===== src/rtl/sv32_page_walker.sv =====
// Sv32 hardware page-table walker: two-level PTE walk over a req/gnt/rvalid read port,
// with identity translation when satp.MODE is bare.
module sv32_page_walker #(
    parameter int unsigned DATA_WIDTH = 32,
    parameter int unsigned ADDR_WIDTH = 32
) (
    input  logic                  clk_i,
    input  logic                  rst_i,
    input  logic [DATA_WIDTH-1:0] satp_i,
    input  logic                  walk_req_i,
    input  logic [19:0]           walk_vpn_i,
    output logic                  walk_ready_o,
    output logic                  walk_valid_o,
    output logic [21:0]           walk_ppn_o,
    output logic [7:0]            walk_flags_o,
    output logic                  walk_superpage_o,
    output logic                  walk_fault_o,
    output logic                  mem_req_o,
    output logic [ADDR_WIDTH-1:0] mem_addr_o,
    input  logic                  mem_gnt_i,
    input  logic                  mem_rvalid_i,
    input  logic [DATA_WIDTH-1:0] mem_rdata_i
);

    localparam logic [2:0] StIdle   = 3'd0;
    localparam logic [2:0] StL1Req  = 3'd1;
    localparam logic [2:0] StL1Wait = 3'd2;
    localparam logic [2:0] StL0Req  = 3'd3;
    localparam logic [2:0] StL0Wait = 3'd4;
    localparam logic [2:0] StResp   = 3'd5;

    logic [2:0]  state_q, state_d;
    logic [19:0] vpn_q, vpn_d;
    logic [21:0] root_q, root_d;
    logic [21:0] next_ppn_q, next_ppn_d;
    logic [21:0] ppn_q, ppn_d;
    logic [7:0]  flags_q, flags_d;
    logic        sp_q, sp_d;
    logic        fault_q, fault_d;

    logic [31:0] pte;
    logic [21:0] pte_ppn;
    logic        pte_bad;
    logic        pte_leaf;
    logic [33:0] addr_full;
    logic        unused_bits;

    assign pte      = mem_rdata_i[31:0];
    assign pte_ppn  = pte[31:10];
    assign pte_bad  = !pte[0] || (!pte[1] && pte[2]);
    assign pte_leaf = pte[1] || pte[3];

    // Only MODE and the root PPN of satp matter; RSW bits are not interpreted.
    assign unused_bits = ^{satp_i[30:22], mem_rdata_i[9:8]};

    always_comb begin
        state_d    = state_q;
        vpn_d      = vpn_q;
        root_d     = root_q;
        next_ppn_d = next_ppn_q;
        ppn_d      = ppn_q;
        flags_d    = flags_q;
        sp_d       = sp_q;
        fault_d    = fault_q;
        unique case (state_q)
            StIdle: begin
                if (walk_req_i) begin
                    vpn_d  = walk_vpn_i;
                    root_d = satp_i[21:0];
                    if (!satp_i[31]) begin
                        ppn_d   = {2'b00, walk_vpn_i};
                        flags_d = 8'h00;
                        sp_d    = 1'b0;
                        fault_d = 1'b0;
                        state_d = StResp;
                    end else begin
                        state_d = StL1Req;
                    end
                end
            end
            StL1Req: begin
                if (mem_gnt_i) state_d = StL1Wait;
            end
            StL1Wait: begin
                if (mem_rvalid_i) begin
                    if (!pte_bad && !pte_leaf) begin
                        next_ppn_d = pte_ppn;
                        state_d    = StL0Req;
                    end else begin
                        // Response registers change only when a walk completes.
                        flags_d = pte[7:0];
                        state_d = StResp;
                        if (pte_bad || (pte_ppn[9:0] != 10'd0)) begin
                            ppn_d   = 22'd0;
                            sp_d    = 1'b0;
                            fault_d = 1'b1;
                        end else begin
                            ppn_d   = {pte_ppn[21:10], vpn_q[9:0]};
                            sp_d    = 1'b1;
                            fault_d = 1'b0;
                        end
                    end
                end
            end
            StL0Req: begin
                if (mem_gnt_i) state_d = StL0Wait;
            end
            StL0Wait: begin
                if (mem_rvalid_i) begin
                    flags_d = pte[7:0];
                    sp_d    = 1'b0;
                    state_d = StResp;
                    if (pte_bad || !pte_leaf) begin
                        ppn_d   = 22'd0;
                        fault_d = 1'b1;
                    end else begin
                        ppn_d   = pte_ppn;
                        fault_d = 1'b0;
                    end
                end
            end
            StResp: begin
                state_d = StIdle;
            end
            default: begin
                state_d = StIdle;
            end
        endcase
    end

    always_ff @(posedge clk_i or negedge rst_i) begin
        if (!rst_i) begin
            state_q    <= StIdle;
            vpn_q      <= 20'd0;
            root_q     <= 22'd0;
            next_ppn_q <= 22'd0;
            ppn_q      <= 22'd0;
            flags_q    <= 8'h00;
            sp_q       <= 1'b0;
            fault_q    <= 1'b0;
        end else begin
            state_q    <= state_d;
            vpn_q      <= vpn_d;
            root_q     <= root_d;
            next_ppn_q <= next_ppn_d;
            ppn_q      <= ppn_d;
            flags_q    <= flags_d;
            sp_q       <= sp_d;
            fault_q    <= fault_d;
        end
    end

    // The 34-bit physical PTE address is cut down to the port width.
    assign addr_full = (state_q == StL0Req) ? {next_ppn_q, vpn_q[9:0], 2'b00}
                                            : {root_q, vpn_q[19:10], 2'b00};

    assign mem_addr_o       = ADDR_WIDTH'(addr_full);
    assign mem_req_o        = (state_q == StL1Req) || (state_q == StL0Req);
    assign walk_ready_o     = (state_q == StIdle);
    assign walk_valid_o     = (state_q == StResp);
    assign walk_ppn_o       = ppn_q;
    assign walk_flags_o     = flags_q;
    assign walk_superpage_o = sp_q;
    assign walk_fault_o     = fault_q;

endmodule

===== config.mk =====
export PLATFORM = sky130hd
export DESIGN_NAME = sv32_page_walker
export DESIGN_NICKNAME = d
export VERILOG_FILES = /design/src/rtl/sv32_page_walker.sv
export SDC_FILE = /design/constraint.sdc
export NUM_CORES = 1
export LEC_CHECK = 0
export ABC_CLOCK_PERIOD_IN_PS = 1800
export CAP_MARGIN = 40
export CELL_PAD_IN_SITES_DETAIL_PLACEMENT = 0
export CELL_PAD_IN_SITES_GLOBAL_PLACEMENT = 1
export CORE_UTILIZATION = 31
export CTS_CLUSTER_DIAMETER = 150
export DETAILED_ROUTE_END_ITERATION = 6
export MAX_ROUTING_LAYER = met4
export PLACE_DENSITY_LB_ADDON = 0.1
export SKIP_LAST_GASP = 1
export SYNTH_ARGS = -nofsm -noshare
export SYNTH_HDL_FRONTEND = slang
export SYNTH_SLANG_ARGS = --single-unit
export TNS_END_PERCENT = 30

===== constraint.sdc =====
create_clock -name clk_i -period 1.8 [get_ports clk_i]
set_input_delay 0.27 -clock clk_i [delete_from_list [all_inputs] [get_ports clk_i]]
set_output_delay 0.27 -clock clk_i [all_outputs]
set_load 0.01 [all_outputs]

**After elaboration in Yosys (flattened, before gate mapping)**

Cells that the tools add are included.

- Eq/ne operators: 12
- Muxes and demuxes: 36
- Reduce and logical (&&, ||, !) cells: 18

Operators by type and width:

| operator | number |
|---|---|
| 22-bit two-way mux | 7 |
| 22-bit one-hot mux with 3 select lines | 1 |
| 8-bit two-way mux | 5 |
| 32-bit two-way mux | 1 |
| 8-bit one-hot mux with 3 select lines | 1 |
| 3-bit two-way mux | 7 |
| 3-bit one-hot mux with 5 select lines | 1 |
| 2-bit inequality test, second input constant | 7 |
| 1-bit two-way mux | 11 |
| 10-bit nonzero test | 1 |
| 3-bit by 2-bit equality test with 1-bit output, second input constant | 2 |
| 3-bit equality test, second input constant | 2 |
| 1-bit one-hot mux with 3 select lines | 2 |
| 6-bit AND reduction | 1 |
| 1-bit logical OR | 5 |
| 5-bit AND reduction | 1 |
| 1-bit logical NOT | 4 |
| 3-bit by 1-bit equality test with 1-bit output, second input constant | 1 |
| 3-bit logical NOT | 1 |
| 3-bit AND reduction | 1 |
| 3-bit nonzero test | 1 |
| 1-bit logical AND | 2 |
| 2-bit AND reduction | 1 |

- Bits in registers: 95
- Input bits: 89
- Output and inout port bits: 67

**Longest topological paths before layout**

- Word-level depth: 8
- Depth in mapped cells: 7

**Least setup slack after synthesis**

OpenSTA, ideal clock, no wires.

- Path type: reg-to-reg
- Start point: register state_q[0]
- End point: register root_q[0]
- Slack: 75 ps
- Stages on the path, launching flop included: 5
- Required time: 1675 ps
- Data arrival time: 1600 ps
- Cell sequence: dfrtp_1 buf_2 nor4b_1 buf_2 mux2_2

- Cells in the longest elaborated chain, start to end: 2

RTL lines:

| what | line | text |
|---|---|---|
| from (decl) | 32 | `logic [2:0] state_q, state_d;` |
| from (signal assigned) | 133 | `state_q <= StIdle;` |
| from (signal assigned) | 142 | `state_q <= state_d;` |
| 3-bit logical NOT | 65 | `unique case (state_q)` |
| 2-bit AND reduction (no line) | n/a |  |
| to (signal assigned) | 144 | `root_q <= root_d;` |
| to (decl) | 34 | `logic [21:0] root_q, root_d;` |

Every way passes these cells.
A chain may end at the register's enable or synchronous reset.

**Worst setup path in the final report**

- Start point: register state_q[2]
- End point: output mem_addr_o[6]

- Cells in the longest elaborated chain, start to end: 2

RTL lines:

| what | line | text |
|---|---|---|
| 3-bit by 2-bit equality test with 1-bit output | 154 | `assign addr_full = (state_q == StL0Req) ? {next_ppn_q, vpn_q[9:0], 2'b00}` |
| 32-bit two-way mux | 154 |  |
| to (decl) | 19 | `output logic [ADDR_WIDTH-1:0] mem_addr_o,` |

Every way passes these cells.

==> flow_summary.toml <==
[run_status]
status = "finished, violations left"
violations = "setup timing"

[layout]
diodes = 0
syn2layout_area_growth_pct = 58.2
final_nets = 629
fillers = 1268
drive_above_1_share_pct = 38.6

[clock_tree]
clockBufferDepth = 2
clk_latency_ns = 0.35
cts_sinks = 95
tritoncts = "done"
htreeDepth = 3
cts-buffers-inserted = 9
clk_pin_slew_ns = 0.07
clockRootBuffer = "clkbuf_16"

[worst_setup_path]
cp_cell_sequence = "nor2b_4 -> nand2_4 -> buf_6 -> buf_12 -> buf_12 -> mux2_2 -> buf_6"
r2r_cells = 10
worstSetupStartpoint = "state_q[2]"
endpoint_kind = "primary output"
crit_path_max_fanout = 5
crit_type = "flop to primary output"
cp_data_arrival_time_ns = 1.78
rr_startpoint = "state_q[2]"
crit_required_ns = 1.53
cpPeakStageDelay_ns = 0.41
start_kind = "flop"
cp_slowest_cell = "dfrtp_1"

[timing]
fmax_mhz = 488
finClkSkew_ns = 0.00940
tightest_slew_ns = 0.510
rsz0062_at_grt = "yes"
min_period_ns = 2.05
hold_viol_final = 0
period_share_pct = 114
setup_violations = 111
slew_viol_final = 0
setup_ws_ns = -0.248
hold_slack_ns = 0.263
relSlewSlack_pct = 66.0

[synth]
syn-cell-area_um2 = 4370
yosys-top-cells-count = "dfrtp_1, mux2_2, nand2_1, nor3_1, nor2_1"
synth_top_cell_by_area = "dfrtp_1"
syn_inst = 349
synth_warnings = 0
synth-main-ff-cell = "dfrtp_1"
yosysTopAreaCellShare_pct = 54.4
synth_enable_flop_cells = 0
synthArstFlopShare_pct = 100
yosysSeqAreaShare_pct = 54.4
syn-mean-instance-area_um2 = 12.5
ys_types = 36
synth_area_leaders = "dfrtp_1, mux2_2, nor3_1, a221o_1, nand2_1"
ys_seq_elements = 95
synth_most_common_cell = "dfrtp_1"

[routing]
drt-initial-drc-count = 152
drt-vias-per-instance = 4.87
vias = 3517
first_pass_iters = 4
detail-route-antenna-nets = 0
drc = 0
wl_mm = 13.4
wl_per_cell_um = 18.5

[die]
die_y_um = 121
dieArea_um2 = 14600
rows = 43
boundaryPins = 156
core_um2 = 13800
start_util_pct = 31.6
die_w_um = 121

[global_routing]
gr-total-overflow = 0
grt_max_degree = 37
grt_pass1_vias = 3603
antenna_found_initial = 0
grt_usage_pct = 19.6
grt_pass1_wl_mm = 20.4

[pwr]
ir_drop_v = 0.000898
p_leak_uw = 0.00312
p_per_area_nw_per_um2 = 1610

[worst_hold_path]
hp-start = "mem_rdata_i[0]"
hold_path_depth = 3
hold_class = "input port to flop"

[placement]
dp_slack_ns = -0.502
place_congestion = 0.805
dp_hpwl_mm = 9.65
numPortBuffers = 140

[run]
max_cap_viol_count = 0
[area by class of cell]
type,instances,area [µm²],area share (%)
sequential,95,2380,34.4
clock buffer,11,233,3.37
tap,180,225,3.26
clock inverter,2,35.0,0.507
timing repair buffer,204,2090,30.2
multi-input combinational,228,1940,28.1
inverter,2,11.3,0.163
[registers in the layout (all words and copies together) (netlist names)]
name,cells
next_ppn_q,20
walk_flags_o,8
walk_fault_o,1
root_q,20
walk_ppn_o,22
vpn_q,20
walk_superpage_o,1
state_q,3
[worst max-delay path: cells and delay by family (launching register included)]
family	cells	cell delay [ns]
DFF	1	0.41
muxes	1	0.28
buffers and inverters	4	0.50
and+or+nand+nor	2	0.23
[path summary, 6_finish.rpt]
| path | endpoint | slack [ns] |
|---|---|---|
| max | mem_addr_o[6] | -0.25 |
| min | walk_flags_o[0] | 0.26 |
| max reg2reg | walk_ppn_o[18] | -0.17 |
| min reg2reg | walk_flags_o[1] | 0.47 |
| max in group asynchronous | vpn_q[19] | 0.77 |
| min in group asynchronous | root_q[13] | 0.45 |
[per-stage QoR]
| stage | instance area [µm²] | setup TNS [ns] | power [µW] | cells | util [%] |
|---|---|---|---|---|---|
| floorplan | 4370 | 0 | 6160 | 350 | - |
| global placement | 6340 | -31.08 | 8860 | 693 | 45.9 |
| detailed placement | 6340 | -31.06 | 8930 | 693 | 45.9 |
| CTS | 6710 | -18.37 | 10800 | 716 | 48.5 |
| global route | 6910 | -22.22 | 11800 | 722 | 50.0 |
| finish | 6910 | -13.80 | 11100 | 722 | 50.0 |
[cells by family after synthesis]
| group | Yosys count | share of synthesized area, % |
|---|---|---|
| flops | 95 | 54.4 |
| simple gates | 95 | 10.9 |
| mux | 92 | 23.7 |
| compound gates | 39 | 7.62 |
| buf+inv | 27 | 3.30 |
| other cells | 1 | 0.0859 |
[placed cells by master (no fill, tap or decap), types with 2 or more instances in the layout]
master	instances
clkdlybuf4s50_1	105
dfrtp_1	95
mux2_2	86
buf_4	40
nand2_1	23
nor3_1	22
buf_6	22
nor2_1	16
buf_2	14
buf_12	14
and3_1	10
a221o_1	10
clkbuf_16	10
nand3_1	9
a221oi_1	8
o21ai_0	6
dlymetal6s2s_1	4
mux2_1	3
mux2i_1	2
o31ai_1	2
nor4b_2	2
a22o_1	2
a221oi_2	2
conb_1	2
clkbuf_1	2
[per-layer routing]
layer  global-route usage, %  part of all wire, %
met4                    4.48                  1.2
met3                    5.90                  5.7
met5                       -                    0
met2                    29.7                   49
met1                    25.7                   45
[where the power goes]
group / total [µW] / switching [µW] / internal [µW]
logic: 5710 / 2370 / 3340
clock network: 1830 / 780 / 1050
registers: 3550 / 527 / 3020
total: 11100 / 3680 / 7410
[what timing repair did]
item	4_1_cts	5_1_grt
hold endpoints to repair	33	0
setup buffers	7	6
gates cloned	2	1
setup endpoints to repair	95	121
hold buffers	1	0
resized for setup	138	30
pin swaps	1	7
Note: power is estimated with default switching activity, not from simulation.
